[src/rtl/pwm_bank_pkg.sv]
// Shared constants for pwm_bank: register map, CTRL bit positions and write decode kinds.
package pwm_bank_pkg;

  localparam int unsigned ADDR_CTRL     = 32'h00;
  localparam int unsigned ADDR_POLARITY = 32'hFD;
  localparam int unsigned ADDR_PRESCALE = 32'hFE;
  localparam int unsigned ADDR_ALL_OFF  = 32'hFF;

  localparam int unsigned CTRL_RUN    = 0;
  localparam int unsigned CTRL_AUX_OE = 1;

  typedef enum logic [2:0] {
    WR_NONE,
    WR_CTRL,
    WR_DUTY,
    WR_POLARITY,
    WR_PRESCALE,
    WR_ALL_OFF
  } wr_kind_e;

endpackage

[src/rtl/pwm_bank_channel.sv]
// One PWM channel: double-buffered duty (pending/active), wrap-load, compare and output register.
module pwm_bank_channel #(
  parameter int unsigned WIDTH = 8
) (
  input  logic             clk,
  input  logic             reset,
  input  logic             run,
  input  logic             wrap,
  input  logic             all_off,
  input  logic             wr_en,
  input  logic [WIDTH-1:0] wr_data,
  input  logic [WIDTH-1:0] counter,
  input  logic             pol,
  output logic             pwm
);

  logic [WIDTH-1:0] pending;
  logic [WIDTH-1:0] active;
  logic [WIDTH-1:0] pend_next;

  // A write landing on a wrap goes straight into active.
  assign pend_next = wr_en ? wr_data : pending;

  always_ff @(posedge clk) begin
    if (!reset) begin
      pending <= '0;
      active  <= '0;
      pwm     <= 1'b0;
    end else if (all_off) begin
      pending <= '0;
      active  <= '0;
      pwm     <= pol;
    end else begin
      pending <= pend_next;
      if (!run || wrap) begin
        active <= pend_next;
      end
      pwm <= run ? ((counter < active) ^ pol) : pol;
    end
  end

endmodule

[src/rtl/pwm_bank.sv]
// Multi-channel PWM bank: shared prescaler/counter, register decode, per-channel duty buffers.
// Optional POLARITY register at 0xFD enabled by defining PWM_BANK_POLARITY_EN.
module pwm_bank
  import pwm_bank_pkg::*;
#(
  parameter int unsigned CHANNELS     = 7,
  parameter int unsigned WIDTH        = 8,
  parameter int unsigned ADDR_W       = 8,
  parameter int unsigned PRESCALE_RST = 511
) (
  input  logic                clk,
  input  logic                reset,
  input  logic                wr_valid,
  input  logic [ADDR_W-1:0]   wr_addr,
  input  logic [WIDTH-1:0]    wr_data,
  output logic [CHANNELS-1:0] pwm_out,
  output logic                period_tick,
  output logic                aux_oe
);

  localparam logic [WIDTH-1:0] CNT_MAX = '1;
  localparam logic [WIDTH-1:0] PRE_RST = WIDTH'(PRESCALE_RST);

  logic             run;
  logic [WIDTH-1:0] prescale;
  logic [WIDTH-1:0] pre_cnt;
  logic [WIDTH-1:0] counter;
  logic             tick;
  logic             wrap;
  wr_kind_e         kind;

  always_comb begin
    kind = WR_NONE;
    if (wr_valid) begin
      if (wr_addr == ADDR_W'(ADDR_CTRL)) begin
        kind = WR_CTRL;
      end else if (wr_addr == ADDR_W'(ADDR_PRESCALE)) begin
        kind = WR_PRESCALE;
      end else if (wr_addr == ADDR_W'(ADDR_ALL_OFF)) begin
        kind = WR_ALL_OFF;
`ifdef PWM_BANK_POLARITY_EN
      end else if (wr_addr == ADDR_W'(ADDR_POLARITY)) begin
        kind = WR_POLARITY;
`endif
      end else if (wr_addr >= ADDR_W'(1) && wr_addr <= ADDR_W'(CHANNELS)) begin
        kind = WR_DUTY;
      end
    end
  end

  assign tick        = run && (pre_cnt == prescale);
  assign wrap        = tick && (counter == CNT_MAX);
  assign period_tick = wrap;

  always_ff @(posedge clk) begin
    if (!reset) begin
      run      <= 1'b1;
      aux_oe   <= 1'b0;
      prescale <= PRE_RST;
    end else begin
      if (kind == WR_CTRL) begin
        run    <= wr_data[CTRL_RUN];
        aux_oe <= wr_data[CTRL_AUX_OE];
      end
      if (kind == WR_PRESCALE) begin
        prescale <= wr_data;
      end
    end
  end

  // pre_cnt above a freshly lowered PRESCALE rolls over through 2^WIDTH-1 without ticking.
  always_ff @(posedge clk) begin
    if (!reset || !run) begin
      pre_cnt <= '0;
      counter <= '0;
    end else if (tick) begin
      pre_cnt <= '0;
      counter <= counter + WIDTH'(1);
    end else begin
      pre_cnt <= pre_cnt + WIDTH'(1);
    end
  end

`ifdef PWM_BANK_POLARITY_EN
  logic [WIDTH-1:0] polarity;

  always_ff @(posedge clk) begin
    if (!reset) begin
      polarity <= '0;
    end else if (kind == WR_POLARITY) begin
      polarity <= wr_data;
    end
  end
`endif

  for (genvar i = 0; i < CHANNELS; i++) begin : g_ch
    logic pol_bit;
`ifdef PWM_BANK_POLARITY_EN
    assign pol_bit = polarity[i];
`else
    assign pol_bit = 1'b0;
`endif

    pwm_bank_channel #(.WIDTH(WIDTH)) u_ch (
      .clk     (clk),
      .reset   (reset),
      .run     (run),
      .wrap    (wrap),
      .all_off (kind == WR_ALL_OFF),
      .wr_en   ((kind == WR_DUTY) && (wr_addr == ADDR_W'(i + 1))),
      .wr_data (wr_data),
      .counter (counter),
      .pol     (pol_bit),
      .pwm     (pwm_out[i])
    );
  end

endmodule

[config.mk]
export PLATFORM = sky130hd
export DESIGN_NAME = pwm_bank
export DESIGN_NICKNAME = d
export VERILOG_FILES = /design/src/rtl/pwm_bank_pkg.sv /design/src/rtl/pwm_bank_channel.sv /design/src/rtl/pwm_bank.sv
export SDC_FILE = /design/constraint.sdc
export NUM_CORES = 1
export LEC_CHECK = 0
export ABC_CLOCK_PERIOD_IN_PS = 4400
export CORE_AREA = 3 3 137 112
export DETAILED_ROUTE_END_ITERATION = 6
export DIE_AREA = 0 0 140 115
export PLACE_DENSITY = 0.7
export SYNTH_ARGS = -nofsm -noshare
export SYNTH_HDL_FRONTEND = slang
export SYNTH_HIERARCHICAL = 1
export SYNTH_SLANG_ARGS = --single-unit
[constraint.sdc]
create_clock -name clk -period 4.4 [get_ports clk]
set_input_delay 0.88 -clock clk [delete_from_list [all_inputs] [get_ports clk]]
set_output_delay 0.88 -clock clk [all_outputs]
set_load 0.01 [all_outputs]
* Word-level counts from Yosys, hierarchy flattened
Cells that the tools add are included.
** Storage, ports and cells
- Register bits :: 145
- Input port bits :: 19
- Output and inout bits :: 9
- Word-level logic and storage cells :: 84
** Operators by class
- Add/subtract/negate cells :: 2
- $lt $le $gt $ge :: 9
- Equality and inequality tests :: 15
- Multiplexer cells :: 12
- Bitwise gates (word level) :: 2
- Reduce and logical (&&, ||, !) cells :: 18
** Operators by type and width (count)
- $lt A8 B8 Y1 :: 7
- $mux W8 :: 7
- $eq A8 B3 Y1 const B :: 4
- $eq A8 B8 Y1 const B :: 3
- $add A8 B1 Y8 const B :: 2
- $eq A8 B2 Y1 const B :: 2
- $mux W3 :: 4
- $logic_and A1 B1 Y1 :: 10
- $eq A8 B1 Y1 const B :: 1
- $eq A8 B8 Y1 :: 1
- $ge A8 B1 Y1 const B :: 1
- $le A8 B3 Y1 const B :: 1
- $logic_not A8 Y1 :: 1
- $eq A3 B3 Y1 const B :: 2
- $reduce_or A2 Y1 :: 2
- $eq A3 B1 Y1 const B :: 1
- $eq A3 B2 Y1 const B :: 1
- $reduce_or A3 Y1 :: 1
- $logic_not A1 Y1 :: 2
- $logic_or A1 B1 Y1 :: 2
- $mux W2 :: 1
- $not A1 Y1 :: 2

* Longest topological paths before layout
Gate-level depths: netlist of the first run.
- Depth after elaboration :: 10
- Mapped depth :: 10
- Depth with buffers taken out :: 7

* Modules after synthesis
Netlist of the first run, hierarchy kept.
** By module, submodules not included
- pwm_bank_channel :: instances 7, cells an instance 85, area an instance 872.1 um2, seq. area each 340.3 um2
- pwm_bank :: instances 1, cells an instance 145, area an instance 1295.0 um2, seq. area each 520.5 um2

* Worst setup path before layout of the first run
Ideal clock, no wire load.
- Path type :: input port to flip-flop
- From :: input port wr_valid
- To :: register g_ch[0].u_ch.pending[5]
- Setup time :: 121 ps
- Arrival time :: 2580 ps
- Data required time :: 4279 ps
- Slack :: 1699 ps
- Stages :: 6
- Buffers on the path :: 2
- Path through :: nand4_1 > nor3_1 > nand2b_1 > buf_4 > buf_6 > nor2_1
** Between the ends
- Longest elaborated chain between the ends :: 4
** RTL lines
- start: declaration :: line pwm_bank.sv:13 : input logic wr_valid,
- $mux W3 * :: line pwm_bank.sv:34 : if (wr_valid) begin
- $eq A3 B2 Y1 :: line pwm_bank.sv:110 : .wr_en ((kind == WR_DUTY) && (wr_addr == ADDR_W'(i + 1))),
- $logic_and A1 B1 Y1 :: line pwm_bank.sv:110
- $mux W8 :: line pwm_bank_channel.sv:22 : assign pend_next = wr_en ? wr_data : pending;
- end signal: assignment :: line pwm_bank_channel.sv:34 : pending <= pend_next;
- end: declaration :: line pwm_bank_channel.sv:17 : logic [WIDTH-1:0] pending;
Every way passes the cells marked *; elsewhere a longest branch is shown, timed or not.
A chain may end at the register's enable or synchronous reset.

* Worst setup path in the final report of the first run
- From :: register pre_cnt[1]
- To :: output port period_tick
** Between the ends
- Longest elaborated chain between the ends :: 3
** RTL lines
- start: declaration :: line pwm_bank.sv:26 : logic [WIDTH-1:0] pre_cnt;
- start signal: assignment :: line pwm_bank.sv:80 : pre_cnt <= pre_cnt + WIDTH'(1);
- $eq A8 B8 Y1 :: line pwm_bank.sv:51 : assign tick = run && (pre_cnt == prescale);
- $logic_and A1 B1 Y1 :: line pwm_bank.sv:51
- $logic_and A1 B1 Y1 :: line pwm_bank.sv:52 : assign wrap = tick && (counter == CNT_MAX);
- end: declaration :: line pwm_bank.sv:17 : output logic period_tick,
Every way passes these cells.

==> flow_summary.json, run 1 <==
{
  "outcome": "finished, final reports clean",
  "wl_per_cell_um": 17.5,
  "worstHoldStart": "g_ch[0].u_ch/pending[2]",
  "clkTransAtPathRegs_ps": 60,
  "dp_hpwl_um": 11200,
  "period_share": 0.877,
  "cp_slowest_cell": "clkdlybuf4s50_1",
  "synth_compound_area_frac": 0.148,
  "first_pass_iters": 4,
  "path_class": "reg -> out",
  "cts_buffers": 17,
  "synth_cell_types": 43,
  "n_antenna_cell": 0,
  "core_um2": 14200,
  "ant_nets": 0,
  "vias": 5325,
  "grt_max_degree": 24,
  "rsz0062_at_grt": "no",
  "syn_avg_cell_area_um2": 10.0,
  "h-tree-depth": 4,
  "post_drt_via_cell_ratio": 5.49,
  "period_needed_ps": 3860,
  "synth_area_um2": 7400,
  "synth_seq_cells": 145,
  "grt_pass1_wl_um": 27400,
  "wl_um": 17000,
  "maxCapViolCount": 0,
  "cp-end-kind": "output pin",
  "clk_latency_ps": 410,
  "synth-edff-count": 0,
  "initial_core_util": 0.523,
  "layout_setup_ws_ps": 542,
  "die-height_um": 115,
  "fin_tns_setup_ps": 0,
  "grt_pass1_vias": 5333,
  "drv_slew": 0,
  "nets": 843,
  "finalHoldViolCount": 0,
  "syn_inst": 740,
  "gp_congestion": 0.791,
  "startpoint_type": "register",
  "worst_slew_pin_slew_ps": 1120,
  "min_path_cells": 2,
  "path_buf_inv": 2,
  "row_count": 39,
  "io_pins": 28,
  "layout-drive-gt1-share": 0.191,
  "cp.depth": 6,
  "holdBufCountCts": 0,
  "cts.sinks": 145,
  "io_buffers": 27,
  "reg2reg_depth": 8,
  "final_cell_mix": "145 x dfxtp_1, 119 x nor2_1, 74 x mux2i_1",
  "cts_setup_buffers": 0,
  "synthXorXnorAreaFrac": 0.0166,
  "nFillCells": 1193,
  "layout_commonest_cell": "dfxtp_1",
  "async_flop_share": 0,
  "worstPathRequired_ps": 3520,
  "overflow": 0,
  "crit_family": "simple AND/OR/NAND/NOR gates",
  "yosys_warnings": 6,
  "p_leak_nw": 2.92,
  "syn2layout_area_growth_pct": 12.1,
  "die_w_um": 140,
  "muxShareOfSynthArea": 0.100,
  "pre_cts_slack_ps": 1040,
  "synth-simple-area-share": 0.180,
  "r2r-start": "pre_cnt[1]",
  "synth_flop_cell": "dfxtp_1",
  "multi_input_area_um2": 3980,
  "synth_top_family_by_area": "simple AND/OR/NAND/NOR gates",
  "cp.arrival_ps": 2980,
  "slew_headroom": 0.253,
  "powerDensity_nw_per_um2": 357,
  "peakVddDrop_mv": 0.285,
  "cts_buffer_depth": 2,
  "timing.fmax_mhz": 259,
  "critPathMaxFanout": 13,
  "antenna_found_initial": 0,
  "regToRegSetupSlack_ps": 1700,
  "tritoncts": "built",
  "hold_slack_ps": 504,
  "setup_viol": 0,
  "crit_chain": "xnor2_1 -> nand4_1 -> nor2_2 -> and3_1 -> buf_4 -> clkdlybuf4s50_1",
  "min_path_type": "reg -> reg",
  "grt_use_total": 0.217,
  "hold_end": "g_ch[0].u_ch/pending[2]",
  "timing.rr.end": "g_ch[4].u_ch/active[0]",
  "max_stage_delay_ps": 570,
  "synthAdderAreaFrac": 0.0862,
  "cts_resized": 0,
  "drcViolationCount": 0,
  "root_buffer": "clkbuf_16",
  "dr.first_iter.drc_count": 239,
  "dieArea_um2": 16100,
  "ff_latch_area_um2": 2900,
  "finClkSkew_ps": 9.76,
  "seq_area_frac_synth": 0.392
}
## how the worst max path moves through the flow
| stage | start | slack [ps] | to |
|---|---|---|---|
| 2_1_floorplan | wr_valid | 1700 | g_ch[0].u_ch/pending[5] |
| 3_3_place_gp | wr_addr[4] | 1100 | g_ch[5].u_ch/active[6] |
| 3_5_place_dp | wr_addr[4] | 1040 | g_ch[3].u_ch/active[3] |
| 4_1_cts | pre_cnt[1] | 600 | period_tick |
| 5_1_grt | pre_cnt[6] | 310 | period_tick |
| 6_report | pre_cnt[1] | 540 | period_tick |
## worst register-to-register path, stage by stage, from the launching register on
cell and delay, ps:
dfxtp_1 440, xnor2_1 190, nand4_1 440, nor2_2 530
and3_1 230, buf_4 170, nand2b_4 300, nor2_1 110
a211oi_2 200
## sequential cells by signal, summed over array words and instances (netlist names)
signal,flops
g_ch.u_ch/active,56
g_ch.u_ch/pending,56
counter,8
pre_cnt,8
prescale,8
g_ch.u_ch/pwm,7
aux_oe,1
run,1
## stage by stage
stage / utilization / area, um2 / cells / power [W]
floorplan: - / 7450 / 753 / 0.00141
global placement: 0.542 / 7670 / 938 / 0.00145
detailed placement: 0.542 / 7670 / 938 / 0.00146
CTS: 0.586 / 8290 / 970 / 0.00298
global route: 0.586 / 8290 / 970 / 0.00305
finish: 0.586 / 8290 / 970 / 0.00296
## cells in the mapped netlist, types with 12 or more instances
library cell / n / area [um2]
nor2_1: 119 / 447
nand2_1: 29 / 109
a211oi_2: 63 / 788
nand2b_1: 17 / 106
o21ai_1: 14 / 70.1
nand4_1: 12 / 75.1
ha_1: 51 / 638
nor2_2: 15 / 93.8
inv_1: 49 / 184
buf_6: 14 / 158
mux2i_1: 74 / 741
dfxtp_1: 145 / 2900
buf_4: 14 / 105
## final cells by class
cell class                 instances  share of cell area
clock inverter                    12              0.0217
inverter                          49              0.0222
multi-input combinational        520               0.480
tap                              184              0.0278
clock buffer                      20              0.0539
timing repair buffer              40              0.0444
sequential                       145               0.350
## cells by family (layout without fill, tap and decap cells)
group | count (synthesis) | after routing
and+or+nand+nor | 255 | 255
buffers and inverters | 88 | 121
muxes | 74 | 74
xor gates and xnor gates | 14 | 14
DFF | 145 | 145
other | 1 | 14
AOI/OAI and AO/OA | 112 | 112
adders and majority gates | 51 | 51
## report_power, final
part,leakage [nW],total [W],internal (W),switching (W)
clock,0.301,0.00153,0.000968,0.000564
combinational,1.45,0.000105,0.0000371,0.0000676
sequential,1.17,0.00133,0.00132,0.00000607
## layer usage
metal	share of wire	GRT usage
met5	0	0
met4	0.026	0.0813
met3	0.030	0.0337
met2	0.49	0.381
met1	0.45	0.274
(Power assumes the default switching activity.)
==> run 2, diff against run 1 <==
- ABC_AREA: default -> 0
- CORE_AREA: 3 3 137 112 -> 5 5 139 114
- DIE_AREA: 0 0 140 115 -> 0 0 144 119
==> flow_summary.json, run 2 (synthesis gave the netlist of run 1 again) <==
{
  "outcome": "finished, final reports clean",
  "critPathMaxFanout": 13,
  "hold_end": "prescale[0]",
  "initial_core_util": 0.521,
  "reg_top3": "g_ch.u_ch/active (56), g_ch.u_ch/pending (56)",
  "cp-end-kind": "output pin",
  "io_pins": 28,
  "layout-drive-gt1-share": 0.190,
  "peakVddDrop_mv": 0.312,
  "reg2reg_depth": 8,
  "rsz0062_at_grt": "no",
  "grt_max_degree": 24,
  "vias": 5213,
  "layout_commonest_cell": "dfxtp_1",
  "grt_pass1_wl_um": 26900,
  "dieArea_um2": 17100,
  "dp_hpwl_um": 11000,
  "finClkSkew_ps": 14.8,
  "cts_buffers": 17,
  "worstHoldStart": "prescale[0]",
  "finalHoldViolCount": 0,
  "cts.sinks": 145,
  "overflow": 0,
  "holdBufCountCts": 0,
  "fin_util": 0.583,
  "regToRegSetupSlack_ps": 1580,
  "timing.rr.end": "g_ch[4].u_ch/active[2]",
  "grt_pass1_vias": 5213,
  "fin_tns_setup_ps": 0,
  "drv_slew": 0,
  "timing.fmax_mhz": 262,
  "cts_buffer_depth": 2,
  "antenna_found_initial": 0,
  "worstPathRequired_ps": 3520,
  "cts_setup_buffers": 0,
  "h-tree-depth": 4,
  "min_path_cells": 2,
  "nets": 843,
  "syn2layout_area_growth_pct": 11.9,
  "powerDensity_nw_per_um2": 352,
  "worst_slew_pin_slew_ps": 1050,
  "period_share": 0.866,
  "n_antenna_cell": 0,
  "maxCapViolCount": 0,
  "cp.arrival_ps": 2930,
  "sw_frac_of_total": 0.209,
  "die_w_um": 144,
  "setup_viol": 0,
  "row_count": 39,
  "wl_um": 16400,
  "cts_resized": 0,
  "r2r-start": "pre_cnt[0]",
  "slew_headroom": 0.296,
  "wl_per_cell_um": 16.9,
  "p_leak_nw": 2.92,
  "period_needed_ps": 3810,
  "clk_latency_ps": 420,
  "post_drt_via_cell_ratio": 5.38,
  "p_int_w": 0.00231,
  "clkTransAtPathRegs_ps": 60,
  "die-height_um": 119,
  "combPwrFrac": 0.036,
  "grt_use_total": 0.203,
  "ant_nets": 0,
  "sequentialPowerShare": 0.455,
  "first_pass_iters": 5,
  "pwr-share-clk": 0.510,
  "power.switching_w": 0.000609,
  "path_class": "reg -> out",
  "final_cell_mix": "145 x dfxtp_1, 119 x nor2_1, 74 x mux2i_1",
  "startpoint_type": "register",
  "min_path_type": "reg -> reg",
  "dr.first_iter.drc_count": 340,
  "gp_congestion": 0.864,
  "nFillCells": 1190,
  "root_buffer": "clkbuf_16",
  "io_buffers": 27,
  "drcViolationCount": 0,
  "core_um2": 14200,
  "tritoncts": "built"
}
==> run 2: cell count changes in the layout (fill, tap and decap cells not counted) <==
cell	previous run	this run
bufinv_16	4	3
clkbuf_8	1	4
clkinv_2	2	1
inv_6	2	0
==> run 2: worst max path at each step <==
stage	slack [ps]	endpoint	cells after the start	start
after floorplan	1700	g_ch[0].u_ch/pending[5]	6	wr_valid
after global placement	1030	g_ch[5].u_ch/active[5]	7	wr_addr[4]
after detailed placement	1010	g_ch[5].u_ch/active[4]	7	wr_addr[4]
after CTS	640	period_tick	5	pre_cnt[0]
after global routing	480	period_tick	5	pre_cnt[0]
final	590	period_tick	5	pre_cnt[0]
==> run 2: through the flow <==
| step | worst slack, ps | instances | total power (W) | hold slack [ps] | area (um2) |
|---|---|---|---|---|---|
| 2_1_floorplan | 1700 | 753 | 0.00141 | 463 | 7450 |
| 3_3_place_gp | 1030 | 938 | 0.00145 | 480 | 7670 |
| 3_5_place_dp | 1010 | 938 | 0.00146 | 487 | 7670 |
| 4_1_cts | 641 | 969 | 0.00294 | 503 | 8280 |
| 5_1_grt | 483 | 969 | 0.00302 | 533 | 8280 |
| 6_report | 590 | 969 | 0.00292 | 505 | 8280 |
==> run 2: worst max-delay path, stage by stage, from the launching register on <==
cell and delay, ps:
dfxtp_1 460, xnor2_1 180, nand4_1 400, nor2_2 520, and3_1 360, clkdlybuf4s50_1 590
==> run 2: layer usage <==
metal / global-route usage / wire length, um / share of wire / vias to the layer above
li1: - / - / - / 2621
met1: 0.277 / 7440 / 0.45 / 2475
met2: 0.307 / 7840 / 0.48 / 98
met3: 0.0437 / 864 / 0.053 / 19
met4: 0.0918 / 245 / 0.015 / 0
met5: 0 / 0 / 0 / -
==> run 2: power groups by stage <==
stage          combinational (W)  sequential [W]  clock, W
2_1_floorplan          0.0000569         0.00136         0
3_3_place_gp            0.000100         0.00135         0
3_5_place_dp            0.000104         0.00135         0
4_1_cts                 0.000104         0.00133   0.00151
5_1_grt                 0.000112         0.00133   0.00159
6_report                0.000104         0.00133   0.00149
==> run 2: area by class of cell <==
cell class                 instances  area (um2)  area share
timing repair buffer              40         368      0.0444
clock inverter                     8         128      0.0154
clock buffer                      23         488      0.0589
multi-input combinational        520        3980       0.481
inverter                          49         184      0.0222
sequential                       145        2900       0.350
tap                              184         230      0.0278
==> run 3, diff against run 2 <==
- ABC_CLOCK_PERIOD_IN_PS: 4400 -> default
==> results of run 3 <==
Final layout, timing and power as in run 2 (identical DEF).
==> edit: new RTL, config.mk and constraints of run 1 <==
Add a define of `PWM_BANK_POLARITY_EN`.
--- a/src/rtl/pwm_bank.sv
+++ b/src/rtl/pwm_bank.sv
@@ -1,5 +1,7 @@
 // Multi-channel PWM bank: shared prescaler/counter, register decode, per-channel duty buffers.
 // Optional POLARITY register at 0xFD enabled by defining PWM_BANK_POLARITY_EN.
+`define PWM_BANK_POLARITY_EN
+
 module pwm_bank
   import pwm_bank_pkg::*;
 #(
Check against the original RTL: not equivalent (Yosys sat finds a counterexample within 4 cycles, from zero or initial values and one cycle with reset low).
==> edit against run 1 <==
Critical path type unchanged; design area up 3.1%; core utilization up 1.8 points; area after synthesis up 4.0%; wire length up 3.6%; worst setup slack better by 0.16 ns; sequential cell count up 7; total power up 2.9%; count of clock-buffer cells in the layout up 1.
==> edit: results (changes against run 1) <==
Finish
  – Proportion of layout cells with a drive suffix above 1: 19.0% (-0.060 points)
  – Final net count: 856 (+1.5%)
  – Biggest regs: g_ch.u_ch/active x56, g_ch.u_ch/pending x56
  – Ant diodes: 0 (unchanged)

Global routing
  – Total global-route track usage: 22.7% (+0.93 points)
  – Antenna violations before repair: 0 (unchanged)
  – Vias in the first global route: 5,437 (+2.0%)
  – First-pass GRT wire length: 28.4 mm (+3.8%)
  – Pin count of the biggest net entering global routing: 23 (-4.2%)

Critical path
  – Crit Reg-Reg Endpoint: g_ch[2].u_ch/active[2]$_SDFFE_PP0P_
  – Reg2Reg Depth: 7 (-1)
  – FF-to-FF Start: counter[0]$_SDFFE_PP0P_
  – Delay-heaviest family, CP: buffers and inverters
  – CP endpoint: period_tick
  – Slowest-stage cell, CP: dfxtp_1
  – Data arrival, critical path: 2.82 ns (-0.16 ns)
  – Peak per-stage delay on the critical path: 0.69 ns (+0.12 ns)
  – Setup slack, reg-to-reg: 1.90 ns (+0.20 ns)
  – Maximum fanout along the worst path: 13 (unchanged)

Timing
  – Final setup viols: 0 (unchanged)
  – Period utilization: 84.0% (-3.7 points)
  – Relative slew margins: 33.5% (+8.2 points)
  – Final Skew: 0.00694 ns (-0.00282 ns)
  – WHS: 0.482 ns (-0.0220 ns)

Placed design
  – DP Wirelength: 11.5 mm (+2.4%)
  – Area after DPL: 0.00791 mm2 (+3.2%)
  – Post-Place Cells: 951 (+1.4%)
  – Routability Congestion: 0.806 (+1.8%)
  – Port Buf Inserts: 27 (unchanged)
  – Place WS: 0.983 ns (-0.0618 ns)

Logic synthesis
  – Seq/Total Area, Yosys: 39.6% (+0.33 points)
  – Most frequent cells after synthesis: 152 x dfxtp_1, 123 x nor2_1, 81 x mux2i_1
  – Yosys warnings: 6 (unchanged)
  – Top cells by area, synth: dfxtp_1 40%, mux2i_1 11%, a211oi_2 10%, ha_1 8.3%, nor2_1 6.0%
  – Synth cell types: 40 (-7.0%)
  – Cells after Synth: 767 (+3.6%)
  – Syn nets: ~840
  – FFs w/ async S/R, synth: 0% (unchanged)

Run status
  – Status: complete, no violations

Worst hold path
  – Hold Crit Depth: 2 (unchanged)
  – Min-delay src: polarity[4]$_SDFFE_PN0N_
  – Hold crit path type: flip-flop to flip-flop
  – Hold worst-path end: g_ch[4].u_ch/pwm$_SDFF_PN0_

CTS
  – CTS root buf: clkbuf_16
  – # resized after CTS: 0 (unchanged)
  – Cts bufs inserted: 17 (unchanged)
  – Max clock buf depth: 2 (unchanged)
  – Setup bufs post-CTS: 0 (unchanged)
  – Worst-Skew Late Latency: 0.43 ns (+0.02 ns)

Detailed routing
  – Initial DRC Count: 444 (+86%)
  – Number of detailed-route iterations in the first pass: 5 (+1)
  – WL/cell: 17.9 um (+2.2%)
  – Vias per Instance: 5.58 (+1.7%)
  – WL final: 17.6 mm (+3.6%)

Pwr
  – Leakage power: 2.95 nW (+1.1%)
  – Worst vdd ir: 0.000279 V (-2.0%)
## edit: final cells by class
| type | count | area (um2) |
|---|---|---|
| fillers | 1196 | 5600 |
| clock buffers | 21 | 470 |
| flip-flops and latches | 152 | 3040 |
| repair buffers | 40 | 368 |
| multi-input cells | 524 | 4080 |
| well taps | 184 | 230 |
| clock inverters | 11 | 169 |
| inverters | 51 | 191 |
## edit: power by group
part | total, W | leakage [nW] | internal, W | switching [W]
Sequential | 0.00139 | 1.22 | 0.00138 | 0.00000465
Combinational | 0.000101 | 1.43 | 0.0000312 | 0.0000699
Clock | 0.00156 | 0.302 | 0.000993 | 0.000570
## edit: routing by layer
metal	global-route usage [%]	share of wire [%]
met5	0	0
met4	7.36	1.2
met3	4.66	5.6
met2	36.4	47
met1	31.0	47
## edit: logic make-up after synthesis
group,synth area share [%]
AO/OA/AOI/OAI,14.3
XOR/XNOR,1.59
adder cells (fa/ha/maj),8.30
buffers and inverters,7.51
flip-flops,39.6
multiplexers,10.5
AND/OR/NAND/NOR,18.2
